[src/rtl/dcache_controller.sv]
// rtl/dcache_controller.sv - direct-mapped write-back write-allocate data cache, 8 lines x 4 bytes
module dcache_controller (
    input  logic        clock,
    input  logic        reset,
    input  logic        read,
    input  logic        write,
    input  logic [7:0]  address,
    input  logic [7:0]  writedata,
    output logic [7:0]  readdata,
    output logic        busywait,
    output logic        mem_read,
    output logic        mem_write,
    output logic [5:0]  mem_address,
    output logic [31:0] mem_writedata,
    input  logic [31:0] mem_readdata,
    input  logic        mem_busywait
);

    typedef enum logic [1:0] {IDLE, MEM_READ, MEM_WRITE} state_t;

    state_t      state;
    logic [7:0]  valid;
    logic [7:0]  dirty;
    logic [2:0]  tags [8];
    logic [31:0] data [8];
    logic        seen_busy;

    logic [2:0]  tag_in;
    logic [2:0]  index;
    logic [1:0]  offset;
    logic        hit;
    logic        request;
    logic        complete;
    logic        fill;
    logic        store;
    logic [31:0] line;

    assign tag_in   = address[7:5];
    assign index    = address[4:2];
    assign offset   = address[1:0];
    assign hit      = valid[index] && (tags[index] == tag_in);
    assign request  = read || write;
    // Completion needs a busy phase first so a slow-to-react memory is never mistaken for done.
    assign complete = seen_busy && !mem_busywait;
    assign fill     = (state == MEM_READ) && complete;
    assign store    = (state == IDLE) && write && hit;
    assign line     = data[index];

    always_ff @(posedge clock or negedge reset) begin
        if (!reset) begin
            state     <= IDLE;
            valid     <= '0;
            dirty     <= '0;
            seen_busy <= 1'b0;
            for (int i = 0; i < 8; i++) begin
                tags[i] <= '0;
            end
        end else begin
            case (state)
                IDLE: begin
                    seen_busy <= 1'b0;
                    if (write && hit) begin
                        dirty[index] <= 1'b1;
                    end else if (request && !hit) begin
                        state <= (valid[index] && dirty[index]) ? MEM_WRITE : MEM_READ;
                    end
                end
                MEM_WRITE: begin
                    if (complete) begin
                        state     <= MEM_READ;
                        seen_busy <= 1'b0;
                    end else if (mem_busywait) begin
                        seen_busy <= 1'b1;
                    end
                end
                MEM_READ: begin
                    if (complete) begin
                        state        <= IDLE;
                        seen_busy    <= 1'b0;
                        tags[index]  <= tag_in;
                        valid[index] <= 1'b1;
                        dirty[index] <= 1'b0;
                    end else if (mem_busywait) begin
                        seen_busy <= 1'b1;
                    end
                end
                default: begin
                    state     <= IDLE;
                    seen_busy <= 1'b0;
                end
            endcase
        end
    end

    // Data array carries no reset; its contents only matter once the line is valid.
    always_ff @(posedge clock) begin
        if (fill) begin
            data[index] <= mem_readdata;
        end else if (store) begin
            data[index][{offset, 3'b000} +: 8] <= writedata;
        end
    end

    always_comb begin
        readdata      = 8'h00;
        busywait      = 1'b0;
        mem_read      = 1'b0;
        mem_write     = 1'b0;
        mem_address   = 6'h00;
        mem_writedata = 32'h0;
        if (reset) begin
            case (state)
                IDLE: begin
                    busywait = request && !hit;
                    if (read && !write && hit) begin
                        readdata = line[{offset, 3'b000} +: 8];
                    end
                end
                MEM_WRITE: begin
                    busywait      = 1'b1;
                    mem_write     = 1'b1;
                    mem_address   = {tags[index], index};
                    mem_writedata = line;
                end
                MEM_READ: begin
                    busywait    = 1'b1;
                    mem_read    = 1'b1;
                    mem_address = {tag_in, index};
                end
                default: begin
                    busywait = 1'b0;
                end
            endcase
        end
    end

endmodule

[config.mk]
export PLATFORM = sky130hd
export DESIGN_NAME = dcache_controller
export DESIGN_NICKNAME = d
export VERILOG_FILES = /design/src/rtl/dcache_controller.sv
export SDC_FILE = /design/constraint.sdc
export NUM_CORES = 1
export LEC_CHECK = 0
export CORE_ASPECT_RATIO = 1.4
export CORE_MARGIN = 8
export CORE_UTILIZATION = 30
export DETAILED_ROUTE_END_ITERATION = 7
export GPL_TIMING_DRIVEN = 0
export PLACE_DENSITY = 0.57
export SLEW_MARGIN = 20
export SYNTH_ARGS = -nofsm -noshare
export SYNTH_HDL_FRONTEND = slang
export SYNTH_SLANG_ARGS = --single-unit
[constraint.sdc]
create_clock -name clock -period 3.7 [get_ports clock]
set_clock_uncertainty 0.1 [all_clocks]
set_input_delay 0.74 -clock clock [delete_from_list [all_inputs] [get_ports clock]]
set_output_delay 0.74 -clock clock [all_outputs]
set_load 0.1 [all_outputs]
==> run metrics, run 1 <==
status finished, final reports clean; CP Launch Type input port; Seq cells post-synth 299; Crit Path Category input port to output port; critical-path cell list buf_6 -> buf_8 -> buf_12 -> buf_4 -> mux4_2 -> mux2i_2 -> mux4_2 -> nor2_4 -> buf_12; Compound-Gate Fraction of Synth Area 0.0784; Post-Synth XOR/XNOR Area 0.00122; post-synthesis cell area 0.0133 mm2; H-Tree Depth 1; drt via density 5.49; share of the synthesized area in the top cell type 0.578; worst path required time 2.86 ns; Worst Path Max Fanout 11; Worst-Skew Late Latency 0.59 ns; # rows 91; asr flop ratio synth 0.144; CTS tree yes; synth unique cells 58; RSZ-0062 raised after global routing true; Worst VDD drop 0.000282 V; FMAX 271 MHz; mux cell area share after synthesis 0.144; io pins 102; Worst EP arrival 2.84 ns; Core Area 0.0439 mm2; crit path time final 3.68 ns; input/output buffers 96; largest stage delay on the critical path 0.53 ns; most frequent cell after synthesis edfxtp_1; period utilisation layout 0.996; Routed WL per cell 26.8 um; CP Capture Type output port; Antenna Nets Post-Route 0; Yosys warning count 0; drt total wl 44.7 mm; Synth Area in Adders 0.00846; multi-input logic area 0.00469 mm2; final-report setup violation count 0; leakage power 6.23 nW; CP max stage cell mux4_2; syn_area_per_cell 14.5 um2; Power Dens Cells 505 mW/mm2; Worst Tran Pin Value 1.17 ns; Detailed Routing Iterations Pass 1 5; CP Buf/Inv Count 5; pin count of the biggest net entering global routing 23; max-cap viol count 0; # fillers 4,084; Initial Utilization 0.303; critical path's top delay family buffers and inverters; clk sink count 299; final hold violations 0; Syn Inst Count 918; via count 9,160; hold slack final 0.149 ns; global-route wire length before repair 63.9 mm; Clock Tree Root clkbuf_16; DP HPWL 30.8 mm; Synth area leaders edfxtp_1, dfrtp_1, mux4_2; RePlAce Congestion 0.870; max-slew violation count 0; Residual DRC 0; main combinational cell family by area after synthesis multiplexers; Area Overhead vs Synth 30.0%; fin nets 1,147; total track usage 0.168; CTS Buf Count 30; post-synth top area cell edfxtp_1; synth cell count leaders edfxtp_1, nand2_1, mux2i_1, nor2_1, a21oi_1; Die H 265 um; Slew headroom 0.222; Fin Setup TNS 0 ns; die area 0.0514 mm2; Post-synth EDFFs 256; share of cells above drive strength 1 0.335; Syn Nets 980; clock buffer depth 3; Seq. cell area 0.00876 mm2; vias in the first global route 9,234; Die Span X 194 um; Clk pin slew, worst setup/hold paths 0.07 ns; register-to-register setup slack 0.17 ns; DRT iter0 DRCs 1,112; initial antenna violation count 1; top_reg_cell synth edfxtp_1; simple-gate portion of the synthesized area 0.0768; Worst Hold Class input port to asynchronous set/reset pin; aggregate global routing overflow 0; register area share after synthesis 0.659
## worst register-to-register path: stages, from the launching register on
cell,delay (ns)
dfrtp_1,0.41
inv_1,0.12
ha_1,0.15
clkbuf_1,0.37
nand2_1,0.31
clkbuf_1,0.35
clkbuf_1,0.38
a21oi_1,0.98
## layer usage
metal	global-route usage	routed length [um]	up-vias
met5	0	0	-
met4	0.0560	1510	0
met2	0.280	21400	515
met3	0.0319	4080	91
li1	-	-	3872
met1	0.218	17700	4682
## kinds of logic (layout without fill, tap and decap cells)
kind of cell             after synthesis  in the layout
AND/OR/NAND/NOR                      208            208
AO/OA/AOI/OAI                        156            156
multiplexers                         144            144
other                                  0              1
flip-flops                           299            299
buffers and inverters                101            291
XOR/XNOR                               1              1
adder cells (fa/ha/maj)                9              9
## layout make-up
class                      instances  share of cell area
clock inverter                    20              0.0131
antenna                            1            0.000145
tap                              558              0.0404
buffer                            53              0.0354
multi-input combinational        518               0.271
clock buffer                      35              0.0445
timing repair buffer             136              0.0777
sequential                       299               0.507
inverter                          47              0.0108
## per-stage QoR
step	setup WS [ns]	total power, mW	std cells	utilization	area (um2)
after floorplan	-0.639	4.93	918	-	13500
after global placement	-3.08	5.37	1572	0.345	15200
after detailed placement	-2.44	5.40	1573	0.345	15200
after CTS	-0.0387	8.63	1650	0.385	16900
after global routing	-0.0639	8.99	1666	0.394	17300
final	0.0162	8.74	1667	0.394	17300
## repair_timing
item | CTS | global route
setup buffers | 20 | 14
gates resized for setup | 363 | 91
hold endpoints to repair | 22 | 0
setup endpoints to repair | 360 | 62
pin swaps | 9 | 7
hold buffers | 3 | 0
cloned | 0 | 1
## sequential cells by signal (all words and copies together) (netlist names), named ones only
| signal | flops |
|---|---|
| data | 256 |
| tags | 24 |
| valid | 8 |
| state | 2 |
| seen_busy | 1 |
## power by group
part / switching [mW] / internal, mW
registers: 0.0958 / 3.88
logic: 1.00 / 0.641
clock network: 1.34 / 1.78
## cells in the final DEF (no fill, tap or decap), types with 9 or more instances in the layout
cell type        netlist  final
mux4_2                34     34
a21oi_1               48     27
clkbuf_16              0     34
nor2_4                 0     12
clkdlybuf4s50_1        0     46
mux2i_1               69     56
mux2_2                41     41
buf_4                  1     30
a21oi_2                0     20
buf_12                 0     24
clkbuf_1              27     17
inv_1                 45     43
dfrtp_1               43     43
clkbuf_2               0      9
nor2_2                 0     22
nand2_1               70     63
buf_6                  4     13
buf_2                 14     17
o22ai_1               35     35
edfxtp_1             256    256
ha_1                   9      9
nor2_1                56     22
o221ai_1              15     11
clkbuf_4               0     11
## path summary, 6_finish.rpt
check                         endpoint  cells past startpoint        from
min in group clock            valid[4]                      1    valid[4]
min reg2reg                   valid[4]                      1    valid[4]
max in group asynchronous     tags[21]                      3       reset
max                        readdata[2]                      9  address[4]
max reg2reg                data[6][10]                      7    state[1]
min                            tags[3]                      2       reset
No activity file was read; power rests on OpenSTA's default activity.
==> run 2: changes to the inputs <==
Settings changed: CORE_UTILIZATION 30 to 59, PLACE_DENSITY 0.57 to 0.9.
==> run 2 against run 1 <==
Effect of this change:
- the run now ends with setup timing left
- maximum frequency fell by 3.1%
- combinational power down 4%
- die area decreased by 46%
- critical endpoint is now readdata[4]
- largest cell class unchanged
- highest routed layer is now met5
==> run metrics, run 2 (synthesis gave the netlist of run 1 again) <==
status complete, but fails checks; clk sink count 299 (unchanged); failing checks setup timing; CTS tree yes; CP Launch Type input port; FF-to-FF End data[1][4]; Area Overhead vs Synth 24.7%; via count 9,780 (+6.8%); max-cap viol count 0 (unchanged); RSZ-0062 raised after global routing true; input/output buffers 96 (unchanged); H-Tree Depth 1 (unchanged); final hold violations 0 (unchanged); Largest regs data (256), tags (24), valid (8); Top reg by flops data; FMAX 263 MHz (-3.1%); initial antenna violation count 2 (+1); leakage power 6.04 nW (-3.2%); pin count of the biggest net entering global routing 29 (+26%); Residual DRC 0 (unchanged); reg2reg path depth 7 (unchanged); RePlAce Congestion 0.993 (+14%); Worst-Skew Late Latency 0.56 ns (-0.03 ns); max reg flops 256 (unchanged); register-to-register setup slack 0.17 ns (about the same); Core Area 0.0224 mm2 (-49%); Crit Path Category input port to output port; final core occ 0.742 (+0.348); Clock Tree Root clkbuf_16; io pins 102 (unchanged); max-slew violation count 0 (unchanged); worst path required time 2.86 ns (about the same); most common cell after layout, fill and taps aside edfxtp_1; DRT iter0 DRCs 1,517 (+36%); Worst Tran Pin Value 1.25 ns (+0.0852 ns); die area 0.0277 mm2 (-46%); Clk pin slew, worst setup/hold paths 0.07 ns (about the same); # rows 65 (-29%); Worst Hold Class input port to asynchronous set/reset pin; total track usage 0.306 (+0.138); Die Span X 143 um (-26%); Reg2Reg Launch Point state[1]; Initial Utilization 0.595 (+0.292); Worst Path Max Fanout 10 (-1); share of cells above drive strength 1 0.307 (-0.0279); # fillers 1,208 (-70%); CP Capture Type output port; DP HPWL 27.3 mm (-11%); drt via density 7.05 (+28%); drt total wl 43.9 mm (-1.8%); multi-input logic area 0.00459 mm2 (-2.2%); Slew headroom 0.163 (-0.0586); Detailed Routing Iterations Pass 1 6 (+1); CTS Buf Count 27 (-10%); fin nets 1,127 (-1.7%); Worst VDD drop 0.000351 V (+24%); vias in the first global route 9,718 (+5.2%); crit path time final 3.80 ns (+0.118 ns); Worst EP arrival 2.96 ns (+0.12 ns); Die H 194 um (-27%); Routed WL per cell 31.6 um (+18%); Seq. cell area 0.00876 mm2 (unchanged); hold slack final 0.0247 ns (-0.124 ns); Power Dens Cells 513 mW/mm2 (+1.5%); global-route wire length before repair 62.0 mm (-3.0%); period utilisation layout 1.03 (+0.0318); aggregate global routing overflow 0 (unchanged); clock buffer depth 3 (unchanged); most frequent cells in the layout edfxtp_1, nand2_1, mux2i_1; Antenna Nets Post-Route 0 (unchanged); Setup WS post-layout -0.102 ns (-0.118 ns); final-report setup violation count 9 (+9)
-- run 2: cell types whose count changed in the layout (fill, tap and decap cells not counted), sizes merged --
cell,delta
clkdlybuf4s15,+14
buf,-18
clkdlybuf4s18,+2
dlymetal6s2s,+1
clkbuf,-20
dlygate4sd3,-1
bufinv,+1
inv,+1
dlygate4sd2,+2
clkinv,-5
diode,+1
-- run 2: per-layer routing --
layer	vias to the layer above	GRT usage	routed length (um)
met5	-	0	89
met4	6	0.190	3420
met3	279	0.0991	6510
met2	994	0.474	20300
met1	4673	0.364	13600
li1	3828	-	-
-- run 2: layout make-up --
| class | instances | share of cell area |
|---|---|---|
| diodes | 2 | 0.000302 |
| plain buffers | 53 | 0.0340 |
| clock buffers | 32 | 0.0419 |
| clock inverters | 17 | 0.0130 |
| inverters | 47 | 0.0112 |
| multi-input cells | 518 | 0.277 |
| flip-flops and latches | 299 | 0.528 |
| well taps | 301 | 0.0227 |
| repair buffers | 119 | 0.0720 |
-- run 2: through the flow --
| step | power (mW) | cells | setup slack [ns] | area [um2] | setup TNS [ns] |
|---|---|---|---|---|---|
| 2_1_floorplan | 4.93 | 918 | -0.639 | 13500 | -4.79 |
| 3_3_place_gp | 5.31 | 1315 | -2.74 | 14800 | -346.60 |
| 3_5_place_dp | 5.36 | 1316 | -2.18 | 14800 | -327.42 |
| 4_1_cts | 8.31 | 1377 | -0.00215 | 16300 | -0.00215 |
| 5_1_grt | 8.66 | 1386 | -0.0921 | 16600 | -0.778 |
| 6_report | 8.51 | 1388 | -0.102 | 16600 | -0.399 |
-- run 2: power by group --
group	total [mW]	internal [mW]	switching, mW
combinational	1.57	0.575	0.993
sequential	3.99	3.88	0.115
clock	2.95	1.69	1.26
-- run 2: worst max path at each step --
stage / cells after the start / from / endpoint
final: 8 / address[3] / readdata[4]
after global routing: 10 / address[2] / readdata[1]
after CTS: 10 / address[2] / readdata[3]
after detailed placement: 10 / address[2] / readdata[1]
after global placement: 5 / reset / mem_writedata[21]
after floorplan: 8 / address[3] / readdata[0]
-- run 2: timing repair --
item	in CTS	in global routing
buffers inserted	12	7
setup endpoints to repair	304	242
hold endpoints to repair	20	0
hold buffers	1	0
gates cloned	0	2
pin swaps	9	6
resized for setup	306	75
-- run 2: worst max-delay path, stage by stage --
cell	delay, ns
buf_8	0.11
buf_8	0.18
buf_4	0.30
mux4_2	0.56
mux2i_2	0.47
mux4_2	0.35
nor2_2	0.05
buf_12	0.17
==> run 3: changes to the inputs <==
Settings changed: ABC_AREA set to 0, PLACE_DENSITY 0.9 to 0.8.
==> run 3 against run 2 <==
Effect of this change:
- critical path depth up 1
- die area unchanged
- largest power group unchanged
- setup slack better by 0.060 ns
- flip-flop and latch count unchanged
- non-clock buffer count up 3
- largest cell class unchanged
- the run still ends with setup timing left
- global-route usage down 1.8 points
- design area down 0.35%
- highest routed layer is now met4
- first-iteration DRC count down 21%
- core utilization down 0.26 points
- sequential share of layout area up 0.19 points
- hold slack better by 0.011 ns
==> run metrics, run 3 (synthesis gave the netlist of run 1 again) <==
multi-input logic area 0.00463 mm2 (+0.79%); Setup WS post-layout -0.0411 ns (+0.0604 ns); global-route wire length before repair 58.5 mm (-5.6%); hold slack final 0.0354 ns (+0.0106 ns); # fillers 1,366 (+13%); final hold violations 0 (unchanged); Worst VDD drop 0.000420 V (+20%); fin nets 1,130 (+0.27%); Slew headroom 0.214 (+0.0511); input/output buffers 96 (unchanged); DP HPWL 27.0 mm (-1.0%); Clock Tree Root clkbuf_16; CTS tree yes; crit path time final 3.74 ns (-0.0604 ns); worst path required time 2.86 ns (about the same); die area 0.0277 mm2 (unchanged); Worst Path Max Fanout 10 (unchanged); Power Dens Cells 508 mW/mm2 (-1.0%); most frequent cells in the layout edfxtp_1, nand2_1, mux2i_1; CP Launch Type input port; clock buffer depth 3 (unchanged); total track usage 0.289 (-0.0176); Top reg by flops data; max-slew violation count 0 (unchanged); Residual DRC 0 (unchanged); initial antenna violation count 0 (-2); # rows 65 (unchanged); max-cap viol count 0 (unchanged); Clock power frac 0.336 (-0.010); Crit Path Category input port to output port; io pins 102 (unchanged); Die Span X 143 um (unchanged); drt total wl 40.9 mm (-6.7%); Gate power share 0.189 (+0.005); FMAX 267 MHz (+1.6%); max reg flops 256 (unchanged); most common cell after layout, fill and taps aside edfxtp_1; H-Tree Depth 1 (unchanged); Worst EP arrival 2.90 ns (-0.06 ns); Net Sw Frac 0.275 (-0.00295); Worst Hold Class input port to asynchronous set/reset pin; aggregate global routing overflow 0 (unchanged); vias in the first global route 9,340 (-3.9%); P_sw 2.31 mW (-2.4%); failing checks setup timing; Clk pin slew, worst setup/hold paths 0.07 ns (about the same); via count 9,361 (-4.3%); Area Overhead vs Synth 24.2%; pin count of the biggest net entering global routing 31 (+6.9%); Power Total 8.39 mW (-1.4%); Initial Utilization 0.595 (unchanged); period utilisation layout 1.01 (-0.0163); Core Area 0.0224 mm2 (unchanged); Die H 194 um (unchanged); sequential share of power 0.474 (+0.005); Seq. cell area 0.00876 mm2 (unchanged); Antenna Nets Post-Route 0 (unchanged); Fin Setup TNS -0.0411 ns (+0.357 ns); RePlAce Congestion 0.963 (-3.1%); Worst Tran Pin Value 1.18 ns (-0.0739 ns); final-report setup violation count 1 (-8); clk sink count 299 (unchanged); dpl cells 1,316 (unchanged); share of cells above drive strength 1 0.306 (-0.000922); cts hold-fix bufs 0 (-1); DRT iter0 DRCs 1,192 (-21%); status complete, but fails checks; Largest regs data (256), tags (24), valid (8); internal power 6.09 mW (-0.96%); Non-Filler Instances 1,387 (-0.072%); Detailed Routing Iterations Pass 1 6 (unchanged); Worst-Skew Late Latency 0.54 ns (-0.02 ns); CP Capture Type output port; CTS Buf Count 27 (unchanged); leakage power 6.05 nW (+0.25%); Routed WL per cell 29.5 um (-6.6%); drt via density 6.75 (-4.2%)
-- run 3: cell types whose count changed in the layout (fill, tap and decap cells not counted), moves of 3 or more --
cell	previous run	this run
clkdlybuf4s15_2	21	7
buf_2	13	26
a21oi_1	32	39
a21oi_2	16	9
clkbuf_1	17	12
buf_6	15	18
clkbuf_4	1	4
clkinv_1	5	8
mux2i_1	60	57
nor2_2	25	22
nor2_4	8	11
-- run 3: stage by stage --
| stage | utilization | setup WS (ns) | instance area, um2 |
|---|---|---|---|
| floorplan | - | -0.639 | 13500 |
| global placement | 0.663 | -2.77 | 14800 |
| detailed placement | 0.664 | -2.14 | 14800 |
| CTS | 0.731 | -0.0155 | 16300 |
| global route | 0.739 | -0.0335 | 16500 |
| finish | 0.739 | -0.0411 | 16500 |
-- run 3: worst paths after layout --
check | from | to | slack (ns) | cells after the start
min reg2reg | valid[2] | valid[2] | 0.37 | 1
max reg2reg | state[1] | data[7][0] | 0.10 | 7
max | address[4] | readdata[2] | -0.04 | 9
max in group asynchronous | reset | seen_busy | 2.96 | 2
min | reset | tags[9] | 0.04 | 1
min in group clock | valid[2] | valid[2] | 0.37 | 1
-- run 3: repair_timing --
item                                    in CTS  in global routing
pin swaps                                    8                 11
resized for setup                          300                115
endpoints found under the setup margin     305                143
setup buffers                               17                  7
cloned                                       0                  1
-- run 3: routing by layer --
metal / up-vias / track usage / share of wire
li1: 3822 / - / -
met3: 204 / 0.0690 / 0.12
met5: - / 0 / 0
met2: 765 / 0.462 / 0.47
met1: 4570 / 0.354 / 0.34
met4: 0 / 0.158 / 0.068
-- run 3: cell type report --
class	count	area share
clock inverter	18	0.0117
buffer	53	0.0336
sequential	299	0.530
clock buffer	28	0.0411
antenna	1	0.000151
tap	301	0.0228
inverter	47	0.0109
multi-input combinational	518	0.280
timing repair buffer	122	0.0699
-- run 3: power groups by stage --
stage	logic [mW]	clock network, mW	registers (mW)
CTS	1.47	2.80	3.98
global route	1.66	2.91	4.00
global placement	1.29	0	4.03
detailed placement	1.32	0	4.04
finish	1.59	2.82	3.98
floorplan	0.923	0	4.01
-- run 3: worst max-delay path: stages --
cell	delay, ns
buf_6	0.11
buf_6	0.16
buf_12	0.16
buf_2	0.30
mux4_2	0.38
mux2i_2	0.40
mux4_2	0.39
nor2_2	0.05
buf_6	0.18
